**src/rtl/keypad_scanner_if.sv**
```systemverilog
// keypad_scanner_if: keypad matrix lines plus the decoded key outputs.
interface keypad_scanner_if;
  logic [3:0] col;
  logic [3:0] row;
  logic [3:0] key;
  logic       key_valid;
  logic       key_held;
  modport master (input col, output row, key, key_valid, key_held);
  modport slave (output col, input row, key, key_valid, key_held);
endinterface

```
**src/rtl/keypad_scanner.sv**
```systemverilog
// keypad_scanner: 4x4 matrix scan with press/release debounce and a one-cycle key strobe.
module keypad_scanner #(
  parameter int SCAN_DIV       = 48000,
  parameter int DEBOUNCE_SCANS = 20
) (
  input logic              int_osc,
  input logic              reset,
  keypad_scanner_if.master kp
);
  localparam int DW = $clog2(SCAN_DIV);
  localparam int CW = $clog2(DEBOUNCE_SCANS);
  localparam logic [DW-1:0] DIV_LAST = DW'(SCAN_DIV - 1);
  localparam logic [CW-1:0] DEB_LAST = CW'(DEBOUNCE_SCANS - 1);
  localparam logic [63:0] KEY_MAP = 64'hDF0E_C987_B654_A321;
  typedef enum logic [1:0] {SCAN, DEBOUNCE, HELD, RELEASE} state_t;
  state_t        state_q, state_d;
  logic [3:0]    sync1_q, col_s_q;
  logic [DW-1:0] div_cnt_q, div_cnt_d;
  logic [CW-1:0] deb_cnt_q, deb_cnt_d, rel_cnt_q, rel_cnt_d;
  logic [1:0]    r_q, r_d, c_q, c_d, c_enc;
  logic [3:0]    key_q, key_d, col_low, cand;
  logic          key_valid_q, key_valid_d, tick, one_low, cand_high;
  assign tick      = div_cnt_q == DIV_LAST;
  assign col_low   = ~col_s_q;
  assign one_low   = (col_low != 4'b0) && ((col_low & (col_low - 4'd1)) == 4'b0);
  assign c_enc     = col_low[1] ? 2'd1 : col_low[2] ? 2'd2 : col_low[3] ? 2'd3 : 2'd0;
  assign cand      = ~(4'b0001 << c_q);
  assign cand_high = col_s_q[c_q];
  // Counters stop one short of DEBOUNCE_SCANS: the final matching tick acts instead of incrementing.
  always_comb begin
    state_d     = state_q;
    r_d         = r_q;
    c_d         = c_q;
    deb_cnt_d   = deb_cnt_q;
    rel_cnt_d   = rel_cnt_q;
    key_d       = key_q;
    key_valid_d = 1'b0;
    div_cnt_d   = tick ? '0 : div_cnt_q + DW'(1);
    if (tick)
      case (state_q)
        SCAN:
          if (one_low) begin
            state_d   = DEBOUNCE;
            c_d       = c_enc;
            deb_cnt_d = CW'(1);
          end else
            r_d = r_q + 2'd1;
        DEBOUNCE:
          if (col_s_q != cand) begin
            state_d = SCAN;
            r_d     = r_q + 2'd1;
          end else if (deb_cnt_q == DEB_LAST) begin
            state_d     = HELD;
            key_d       = KEY_MAP[{r_q, c_q, 2'b00} +: 4];
            key_valid_d = 1'b1;
          end else
            deb_cnt_d = deb_cnt_q + CW'(1);
        HELD:
          if (cand_high) begin
            state_d   = RELEASE;
            rel_cnt_d = CW'(1);
          end
        RELEASE:
          if (!cand_high)
            state_d = HELD;
          else if (rel_cnt_q == DEB_LAST) begin
            state_d = SCAN;
            r_d     = r_q + 2'd1;
          end else
            rel_cnt_d = rel_cnt_q + CW'(1);
        default: state_d = SCAN;
      endcase
  end
  always_ff @(posedge int_osc or posedge reset)
    if (reset) begin
      state_q     <= SCAN;
      sync1_q     <= 4'hF;
      col_s_q     <= 4'hF;
      div_cnt_q   <= '0;
      deb_cnt_q   <= '0;
      rel_cnt_q   <= '0;
      r_q         <= 2'd0;
      c_q         <= 2'd0;
      key_q       <= 4'h0;
      key_valid_q <= 1'b0;
    end else begin
      state_q     <= state_d;
      sync1_q     <= kp.col;
      col_s_q     <= sync1_q;
      div_cnt_q   <= div_cnt_d;
      deb_cnt_q   <= deb_cnt_d;
      rel_cnt_q   <= rel_cnt_d;
      r_q         <= r_d;
      c_q         <= c_d;
      key_q       <= key_d;
      key_valid_q <= key_valid_d;
    end
  assign kp.row       = ~(4'b0001 << r_q);
  assign kp.key       = key_q;
  assign kp.key_valid = key_valid_q;
  assign kp.key_held  = (state_q == HELD) || (state_q == RELEASE);
endmodule
```
**src/flat_wrapper.sv**
```systemverilog
// flat-port wrapper written by rule: the top's interface ports become plain ports
module keypad_scanner_flat 
#(
  parameter int SCAN_DIV       = 48000,
  parameter int DEBOUNCE_SCANS = 20
)
  (int_osc, reset, kp_col, kp_row, kp_key, kp_key_valid, kp_key_held);
  keypad_scanner_if kp_i ();
  input logic int_osc;
  input logic reset;
  input wire logic [$bits(kp_i.col)-1:0] kp_col;
  output wire logic [$bits(kp_i.row)-1:0] kp_row;
  output wire logic [$bits(kp_i.key)-1:0] kp_key;
  output wire logic [$bits(kp_i.key_valid)-1:0] kp_key_valid;
  output wire logic [$bits(kp_i.key_held)-1:0] kp_key_held;
  assign kp_i.col = kp_col;
  assign kp_row = kp_i.row;
  assign kp_key = kp_i.key;
  assign kp_key_valid = kp_i.key_valid;
  assign kp_key_held = kp_i.key_held;
  keypad_scanner #(.SCAN_DIV(SCAN_DIV), .DEBOUNCE_SCANS(DEBOUNCE_SCANS)) u_core (.int_osc(int_osc), .reset(reset), .kp(kp_i));
endmodule
```
**config.mk**
```make
export PLATFORM = sky130hd
export DESIGN_NAME = keypad_scanner_flat
export DESIGN_NICKNAME = d
export VERILOG_FILES = /design/src/rtl/keypad_scanner_if.sv /design/src/rtl/keypad_scanner.sv /design/src/flat_wrapper.sv
export SDC_FILE = /design/constraint.sdc
export NUM_CORES = 1
export LEC_CHECK = 0
export BUFFER_PORTS_ARGS = -buffer_cell sky130_fd_sc_hd__buf_2
export CORE_MARGIN = 2
export CORE_UTILIZATION = 53
export CTS_CLUSTER_DIAMETER = 50
export DETAILED_ROUTE_END_ITERATION = 7
export PLACE_DENSITY = 0.78
export SETUP_SLACK_MARGIN = 0.1
export SLEW_MARGIN = 25
export SYNTH_ARGS = -nofsm -noshare
export SYNTH_HDL_FRONTEND = slang
export SYNTH_SLANG_ARGS = --single-unit
```
**constraint.sdc**
```tcl
create_clock -name int_osc -period 5.8 [get_ports int_osc]
set_input_delay 0.58 -clock int_osc [delete_from_list [all_inputs] [get_ports int_osc]]
set_output_delay 0.58 -clock int_osc [all_outputs]
set_load 0.05 [all_outputs]
```
==> results by group <==
Run status
  • Status: finished, final reports clean

Detailed routing
  • Mean routed wirelength per cell: 14.0 um
  • Via count: 1720
  • WL final: 4250 um
  • DR iter-0 viols: 104
  • Drt first pass iters: 4
  • Antenna viol nets, final: 0
  • DRC: 0
  • Via/cell ratio: 5.66

Layout
  • Inserted Diodes: 0
  • Design area: 2600 um^2
  • Layout Area Growth over Synthesis: 9.83%
  • Layout cells sized above 1: 16.3%
  • Final Non-Filler Cells: 304
  • Final #Nets: 270

Setup path
  • CP Max Fanout: 6
  • Start-to-end type of the worst setup path: register to register
  • Critical path startpoint category: register
  • Reg2Reg Setup Slack: 3.08 ns
  • R2r startpoint: u_core.div_cnt_q[7]
  • CP arrival: 2.91 ns
  • Reg2Reg Capture Point: u_core.kp.key[0]
  • Worst EP required: 5.99 ns
  • Element type at the critical path end: register
  • Reg2reg path depth: 5

Power
  • PwrDens: 222 nW/um^2
  • Worst vdd rail ir drop: 0.210 mV
  • Tot Pwr: 576 uW
  • Switch share: 19.5%
  • P_leak: 0.00113 uW
  • Combinational Power Share: 2.5%
  • Sequential Power Share: 55.8%
  • Sw power: 112 uW
  • Pint: 464 uW
  • Clk pwr share: 41.7%

Place
  • GP Congestion: 0.803
  • Pre-CTS worst setup slack: 3.07 ns
  • Dpl hpwl: 3050 um
  • Placed cell areas: 2480 um^2
  • Post-Place Cells: 296
  • # port buffers: 15

Worst hold path
  • Hold Crit Class: register to register
  • Hold path startpoint: u_core.sync1_q[0]
  • WHS Path Cells: 0
  • Hold worst-path end: u_core.col_s_q[0]

STA
  • Worst-margin pin slew: 0.807 ns
  • Final cycle utilization of the critical path: 46.9%
  • Worst Clk Skew: 0.0123 ns
  • Final number of max-transition violations: 0
  • Final worst slack: 3.08 ns
  • Setup TNS: 0 ns
  • Fin. Hold Viols: 0
  • RSZ-0062 raised after global routing: no
  • Relative slew slack: 45.4%
  • Maximum operating frequency: 0.368 GHz
  • Minimum clock period: 2.72 ns
  • Final setup fails: 0

Clock network
  • Max H-tree Level: 2
  • TritonCTS Buffers: 5
  • CTS tree: built
  • PostCTS Resize Cnt: 0
  • Clk pin slew, worst setup/hold paths: 0.08 ns
  • Cts hold-fix bufs: 0
  • Maximum clock path buffer count: 2
  • Root buffer cell: clkbuf_8
  • Clk_lat worst skew: 0.30 ns
  • CTS Sinks: 45
  • Setup Buffers After CTS: 0

Floorplan
  • Horiz. Die Dim: 70.9 um
  • Die H: 70.9 um
  • Initial Util: 54.8%
  • Die area: 5020 um^2
  • Core area: 4320 um^2
  • Row count: 24
  • IO Pins: 16

Global route
  • First-pass GRT wire length: 7340 um
  • Initial antenna violation count: 0
  • GRT Total Usage: 18.5%
  • Vias in the first global route: 1614
  • Largest net degree at the start of global routing: 46
  • Overflow after GRT: 0

Synthesis
  • Yosys warning count: 0
  • Cell count after synthesis: 236
  • Syn Area/Cell: 10.0 um^2
  • Mapped Area: 2370 um^2
  • Share of the synthesized area in the top cell type: 39.1%
  • Post-synthesis async set-or-reset flop share: 100%
  • Syn_nets: 255
  • Post-synthesis sequential area ratio: 48.0%
  • Post-synth EDFFs: 0
  • Yosys top cell by area: dfrtp_1
  • #FFs+latches synth: 45
  • Predominant post-synthesis flop cell: dfrtp_1
  • Top post-synthesis cells by area: dfrtp_1 (39%), dfstp_2 (8.9%), ha_1 (6.9%)
  • Synth unique cells: 40

Job
  • Maxcap violations: 0
worst max-delay path: stages (launching register included):
cell and delay [ns]:
dfrtp_1 0.45, or4b_4 0.54, nor3_1 0.27, nor4b_1 0.70, nand2_1 0.29, mux2_2 0.35
layer usage:
metal	vias to the layer above	track usage (%)	share of wire, %	wire (um)
met1	836	26.3	49	2090
met5	-	0	0	0
li1	852	-	-	-
met4	0	6.29	1.5	63
met2	26	27.9	46	1960
met3	6	4.84	3.1	130
cell families (layout without fill, tap and decap cells):
kind of cell	Yosys count	after routing	synth area share [%]
simple gates	95	95	21.3
buf+inv	24	40	3.86
flops	45	45	48.0
xor+xnor	18	18	6.66
fa+ha+maj	13	13	6.87
compound gates	30	30	7.82
mux	11	11	5.55
area by class of cell:
class	instances	area, um^2
Inverter	16	60.1
Clock inverter	1	30.0
Sequential cell	45	1140
Timing Repair Buffer	16	82.6
Clock buffer	7	86.3
Tap cell	52	65.1
Fill cell	361	1720
Multi-Input combinational cell	167	1140
power by group through the flow:
stage | combinational [uW] | sequential [uW] | clock (uW)
floorplan | 10.7 | 326 | 0
global placement | 14.3 | 328 | 0
detailed placement | 14.8 | 328 | 0
CTS | 14.9 | 322 | 246
global route | 17.0 | 322 | 260
finish | 14.4 | 322 | 240
through the flow:
step,utilization [%],hold slack (ns)
CTS,60.2,0.361
global route,60.2,0.358
global placement,57.5,0.347
detailed placement,57.5,0.349
floorplan,-,0.345
finish,60.2,0.360
cells in the mapped netlist, types with 4 or more instances:
cell type	count
dfrtp_1	37
nor3_1	8
and3_1	4
xor2_1	8
nand2_1	22
ha_1	13
o21ai_0	12
clkbuf_1	7
inv_1	16
a21oi_1	5
mux2_2	7
nand4_1	6
nand3_1	16
nor2_1	15
xnor2_1	10
dfstp_2	8
cells in the final DEF, fill, tap and decap left out, types with 2 or more instances in the layout:
| cell type | instances |
|---|---|
| nor4_1 | 3 |
| nor2b_1 | 2 |
| or4_1 | 3 |
| and3_1 | 4 |
| mux2_2 | 7 |
| dfrtp_1 | 37 |
| nor2_1 | 15 |
| xor2_1 | 8 |
| a41oi_1 | 2 |
| inv_1 | 15 |
| ha_1 | 13 |
| o31ai_1 | 3 |
| nor3_1 | 8 |
| nor3b_1 | 2 |
| clkbuf_8 | 6 |
| o22ai_1 | 2 |
| a21oi_1 | 5 |
| buf_2 | 15 |
| nand3_1 | 16 |
| mux2i_1 | 3 |
| dfstp_2 | 8 |
| nand4b_1 | 3 |
| o21ai_0 | 12 |
| a31oi_1 | 2 |
| xnor2_1 | 10 |
| or3_1 | 2 |
| nand2_1 | 22 |
| nand2b_1 | 3 |
| nand4_1 | 6 |
state kept, by name, indices dropped and copies added (netlist names), 4 cells and up:
| name | flops |
|---|---|
| u_core.sync1_q | 4 |
| u_core.deb_cnt_q | 5 |
| u_core.div_cnt_q | 16 |
| u_core.rel_cnt_q | 5 |
| u_core.kp.key | 4 |
| u_core.col_s_q | 4 |
worst max-delay path by stage:
stage,from,to,depth (start not counted)
after floorplan,u_core.div_cnt_q[7],u_core.rel_cnt_q[3],6
after global placement,u_core.div_cnt_q[7],u_core.kp.key[3],5
after detailed placement,u_core.c_q[1],u_core.kp.key[0],7
after CTS,u_core.c_q[1],u_core.kp.key[0],7
after global routing,u_core.c_q[1],u_core.kp.key[3],7
final,u_core.div_cnt_q[7],u_core.kp.key[0],5
Power figures use the tool's default switching activity.
